--- src/rtl/sprite_pixel_pipe.sv ---
// Sprite pixel pipeline: tile flags + sprite address -> sync ROM fetch -> colour select -> VGA RGB/sync.
// Optional blink of highlighted glyphs is enabled by defining BLINK_EN.
module sprite_pixel_pipe #(
    parameter int          ROM_DEPTH    = 300000,
    parameter int          BLINK_FRAMES = 30,
    parameter logic [11:0] FG_COLOR     = 12'hFFF,
    parameter logic [11:0] WEL_COLOR    = 12'h0F0,
    parameter logic [11:0] HL_COLOR     = 12'hFF0,
    parameter logic [11:0] BG_COLOR     = 12'h000,
    parameter logic        SYNC_ACTIVE  = 1'b0
) (
    input  logic        clk,
    input  logic        reset,
    input  logic [9:0]  x,
    input  logic [8:0]  y,
    input  logic        active_in,
    input  logic        hsync_in,
    input  logic        vsync_in,
    input  logic        square_total,
    input  logic        highlight,
    input  logic        welcome,
    input  logic [18:0] sprite_addr,
    output logic [18:0] rom_addr,
    input  logic [7:0]  rom_data,
    output logic [3:0]  vga_r,
    output logic [3:0]  vga_g,
    output logic [3:0]  vga_b,
    output logic        hsync,
    output logic        vsync
);

    localparam logic [19:0] DEPTH_W = 20'(ROM_DEPTH);

    typedef struct packed {
        logic active;
        logic sq;
        logic hl;
        logic wel;
        logic oob;
        logic blink;
        logic hs;
        logic vs;
    } stage_t;

    localparam stage_t STAGE_RST = '{active: 1'b0, sq: 1'b0, hl: 1'b0, wel: 1'b0, oob: 1'b0,
                                     blink: 1'b0, hs: ~SYNC_ACTIVE, vs: ~SYNC_ACTIVE};

    function automatic logic [11:0] pick_colour(input stage_t s, input logic [7:0] d);
        logic [11:0] c;
        if (!s.active)                c = 12'h000;
        else if (!s.sq)               c = BG_COLOR;
        else if (s.oob || d == 8'h00) c = BG_COLOR;
        else if (s.hl)                c = s.blink ? HL_COLOR : BG_COLOR;
        else if (s.wel)               c = WEL_COLOR;
        else                          c = FG_COLOR;
        return c;
    endfunction

    // Pixel position travels with the flags upstream but is not needed here.
    logic unused_xy;
    assign unused_xy = ^{x, y};

    logic blink_cur;

`ifdef BLINK_EN
    localparam int CNT_W = $clog2(BLINK_FRAMES) + 1;

    logic             vs_prev_q, vs_prev_d;
    logic [CNT_W-1:0] frame_cnt_q, frame_cnt_d;
    logic             blink_on_q, blink_on_d;
    logic             frame_edge;

    always_comb begin
        frame_edge  = (vsync_in == SYNC_ACTIVE) && (vs_prev_q != SYNC_ACTIVE);
        vs_prev_d   = vsync_in;
        frame_cnt_d = frame_cnt_q;
        blink_on_d  = blink_on_q;
        if (frame_edge) begin
            if (frame_cnt_q == CNT_W'(BLINK_FRAMES - 1)) begin
                frame_cnt_d = '0;
                blink_on_d  = ~blink_on_q;
            end else begin
                frame_cnt_d = frame_cnt_q + 1'b1;
            end
        end
    end

    // vs_prev resets to the active level so a vsync held active over release is not an edge.
    always_ff @(posedge clk or negedge reset) begin
        if (!reset) begin
            vs_prev_q   <= SYNC_ACTIVE;
            frame_cnt_q <= '0;
            blink_on_q  <= 1'b1;
        end else begin
            vs_prev_q   <= vs_prev_d;
            frame_cnt_q <= frame_cnt_d;
            blink_on_q  <= blink_on_d;
        end
    end

    assign blink_cur = blink_on_q;
`else
    assign blink_cur = 1'b1;
`endif

    stage_t      stage_p1_q, stage_p1_d;
    stage_t      stage_p2_q, stage_p2_d;
    logic [18:0] rom_addr_q, rom_addr_d;
    logic [11:0] rgb_q, rgb_d;
    logic        hsync_q, hsync_d;
    logic        vsync_q, vsync_d;
    logic        in_range;

    // S1: capture flags, issue ROM address
    always_comb begin
        in_range   = {1'b0, sprite_addr} < DEPTH_W;
        rom_addr_d = (square_total && in_range) ? sprite_addr : '0;
        stage_p1_d = '{active: active_in, sq: square_total, hl: highlight, wel: welcome,
                       oob: square_total & ~in_range, blink: blink_cur,
                       hs: hsync_in, vs: vsync_in};
    end

    // S2: ROM access in flight, flags follow
    always_comb begin
        stage_p2_d = stage_p1_q;
    end

    // S3: colour select with rom_data now valid
    always_comb begin
        rgb_d   = pick_colour(stage_p2_q, rom_data);
        hsync_d = stage_p2_q.hs;
        vsync_d = stage_p2_q.vs;
    end

    always_ff @(posedge clk or negedge reset) begin
        if (!reset) begin
            stage_p1_q <= STAGE_RST;
            stage_p2_q <= STAGE_RST;
            rom_addr_q <= '0;
            rgb_q      <= '0;
            hsync_q    <= ~SYNC_ACTIVE;
            vsync_q    <= ~SYNC_ACTIVE;
        end else begin
            stage_p1_q <= stage_p1_d;
            stage_p2_q <= stage_p2_d;
            rom_addr_q <= rom_addr_d;
            rgb_q      <= rgb_d;
            hsync_q    <= hsync_d;
            vsync_q    <= vsync_d;
        end
    end

    assign rom_addr = rom_addr_q;
    assign vga_r    = rgb_q[11:8];
    assign vga_g    = rgb_q[7:4];
    assign vga_b    = rgb_q[3:0];
    assign hsync    = hsync_q;
    assign vsync    = vsync_q;

endmodule

--- config.mk ---
export PLATFORM = sky130hd
export DESIGN_NAME = sprite_pixel_pipe
export DESIGN_NICKNAME = d
export VERILOG_FILES = /design/src/rtl/sprite_pixel_pipe.sv
export SDC_FILE = /design/constraint.sdc
export NUM_CORES = 1
export LEC_CHECK = 0
export ABC_CLOCK_PERIOD_IN_PS = 1200
export CAP_MARGIN = 20
export CORE_MARGIN = 5
export CORE_UTILIZATION = 33
export CTS_CLUSTER_SIZE = 10
export DETAILED_ROUTE_END_ITERATION = 10
export HOLD_SLACK_MARGIN = 0.1
export PLACE_DENSITY = 0.72
export SKIP_LAST_GASP = 1
export SYNTH_ARGS = -nofsm -noshare
export SYNTH_HDL_FRONTEND = slang
export SYNTH_SLANG_ARGS = --single-unit
--- constraint.sdc ---
create_clock -name clk -period 1.2 [get_ports clk]
set_clock_uncertainty 0.15 [all_clocks]
set_input_delay 0.12 -clock clk [delete_from_list [all_inputs] [get_ports clk]]
set_output_delay 0.12 -clock clk [all_outputs]
set_load 0.02 [all_outputs]
==> results.yml <==
status:
  outcome: "finished with violations"
  violations_in_the_final_reports: "negative setup slack"
clock_network:
  clk_pin_slew_worst_paths_ns: 0.07
  clock_latency_ns: 0.29
  tritoncts_clock_tree: "yes"
  cts_sinks: 40
  cts_bufs_inserted: 5
  clk_path_buf_depth: 2
  cts-root-buf: "clkbuf_8"
  h_tree_depth: 2
critical_path:
  critical_path_arrival_ns: 1.28
  setup.worst_path.end_class: "flop"
  timing.reg2reg.setup_slack_ns: 0.14
  reg2reg_end: "rgb_q[3]"
  ff2ff_path_depth: 3
  worst_setup_path_endpoint: "stage_p1_q[3]"
  timing.rr.start: "stage_p2_q[7]"
  path_max_fanout: 2
  critPathKind: "input pin to flop"
  required_ns: 1.26
  worstSetupStartpointType: "input pin"
  worstSetupStartpoint: "sprite_addr[14]"
synthesis:
  synth_area_leader_cell: "dfrtp_1"
  syn-num-nets: 166
  netlist.area_leader.share_pct: 58.77
  synthTopCellsByArea: "dfrtp_1 59%, dfstp_2 11%, nand4_1 5.6%"
  syn-cell-area_um2: 1448
  synth_area_per_cell_um2: 12.93
  yosys_warnings: 0
  ys_ff_latch: 40
  postSynthCellCount: 112
  ys_types: 27
  synth.yosys.seq_area_share_pct: 69.66
finish:
  nNetsFinal: 263
  final_layout_size_suffix_gt1_share_pct: 46.67
  final_design_area_no_fill_um2: 2492
  num_antenna_cells: 0
  most-common-layout-cells: "34 x buf_2, 34 x dfrtp_1, 20 x clkdlybuf4s50_1"
  areaGrowthSynthToFinish_pct: 72.17
  fillCellCount: 362
route:
  drt_first_pass_iters: 4
  route.antenna.remaining_nets: 0
  wl_per_cell_um: 15.92
  drt_drc_violations_left: 0
  routed_wirelength_um: 4172
  initialDrtViolationCount: 64
  dr_total_vias: 1246
  viasPerCell: 4.756
power_and_ir_drop:
  power_density_nw_per_um2: 1250
  ir_drop_uv: 568.3
  total_leakage_power_nw: 1.224
  finalPower_mw: 3.116
sta:
  hold_viol: 0
  final-setup-viol-count: 2
  max_freq_mhz: 823.3
  post-route-period-util_pct: 101.2
  final_critical_path_setup_slack_ns: -0.01464
  final_count_of_pins_violating_max_slew: 0
  setup_repair_after_global_routing_missed_its_margin: "true"
  hold_ws_ns: 0.09840
  timing.final.crit_period_ns: 1.215
placement:
  setup_slack_at_placement_ns: -0.6513
  place_congestion: 0.7753
  placedInstanceArea_um2: 2322
  port-buffer-count: 67
  dpl.hpwl_um: 2809
floorplanning:
  fp.dieW_um: 76.23
  floorplan.rows: 24
  initial_utilization_pct: 33.71
  core_area_um2: 4294
  die_y_um: 76.23
  boundaryPins: 87
  dieArea_um2: 5811
min_path:
  timing.hold.worst.class: "input pin to async pin"
grt:
  grt_start_max_net_pins: 28
  grt_first_pass_wirelength_um: 6893
  grt.overflow.total: 0
  number_of_global_route_vias_before_repair: 1338
  grt_util_all_layers_pct: 15.03
  initial_antenna_violation_count: 0
run:
  drv_cap: 0
-- cell usage after synthesis --
cell type	number
a21oi_2	1
and2_2	1
a21o_1	1
and3b_1	1
o221ai_2	1
o21ai_1	1
inv_1	3
a211o_1	1
a31oi_1	1
and2_1	3
nand3_1	1
dfrtp_1	34
nor4_1	2
nand2_1	2
clkbuf_1	4
nand4_1	13
a311o_1	1
and3_1	3
or3_1	1
buf_4	10
a21oi_1	15
or4_4	1
o211ai_1	1
nor3_1	1
dfstp_2	6
conb_1	1
nor2_1	2
-- worst min path at each step --
stage | start | end
after global placement | reset | rom_addr[17]
after floorplan | reset | rgb_q[10]
after detailed placement | reset | rom_addr[17]
after global routing | reset | rom_addr[13]
final | reset | rom_addr[18]
after CTS | reset | rom_addr[14]
-- through the flow --
stage / setup TNS [ns] / utilization [%] / std cells
after global routing: -0.4116 / 58.04 / 262
after detailed placement: -12.62 / 54.08 / 236
final: -0.01480 / 58.04 / 262
after floorplan: -1.519 / - / 112
after global placement: -11.73 / 54.08 / 236
after CTS: -0.1343 / 59.12 / 258
-- layer usage --
| metal | track usage (%) | up-vias | wire length [µm] |
|---|---|---|---|
| li1 | - | 584 | - |
| met1 | 16.32 | 598 | 1491 |
| met2 | 24.91 | 54 | 2194 |
| met3 | 6.501 | 10 | 370 |
| met4 | 7.343 | 0 | 115 |
| met5 | 0 | - | 0 |
-- cell type report --
| cell class | instances | area, µm² | share of cell area, % |
|---|---|---|---|
| flip-flops and latches | 40 | 1008 | 40.46 |
| repair buffers | 104 | 873.3 | 35.04 |
| multi-input cells | 55 | 407.9 | 16.37 |
| clock buffers | 7 | 96.34 | 3.865 |
| well taps | 52 | 65.06 | 2.610 |
| clock inverters | 1 | 30.03 | 1.205 |
| inverters | 3 | 11.26 | 0.4518 |
-- repair_timing --
item                                   in CTS  in global routing
cloned                                      2                  0
setup endpoints to repair                  53                 32
resized for setup                         151                 22
buffers inserted                            3                  1
pin swaps                                   5                  4
endpoints found under the hold margin      48                  3
hold buffers                                9                  3
-- critical path: stages --
cell and delay (ns):
buf_6 0.09, or4_4 0.55, or3_4 0.34, o221ai_2 0.17
-- sequential cells by signal (all words and copies together) (netlist names) --
signal / cells
vsync: 1
stage_p1_q: 8
stage_p2_q: 6
rgb_q: 3
rom_addr: 19
hsync: 1
vsync_d: 1
hsync_d: 1
-- where the power goes --
| group | total (mW) | switching (mW) | leakage [nW] | internal, mW |
|---|---|---|---|---|
| Combinational | 0.499 | 0.243 | 0.657 | 0.256 |
| Clock | 1.17 | 0.438 | 0.0645 | 0.733 |
| Sequential | 1.45 | 0.0234 | 0.502 | 1.42 |
| Total | 3.12 | 0.705 | 1.22 | 2.41 |
-- kinds of logic (layout without fill, tap and decap cells) --
group	Yosys count	after routing	share of synthesized area (%)
flip-flops	40	40	69.66
AND/OR/NAND/NOR	31	31	13.14
AO/OA/AOI/OAI	23	23	9.940
buffers and inverters	17	115	7.000
other	1	1	0.2590
Note: power is estimated with default switching activity, not from simulation.
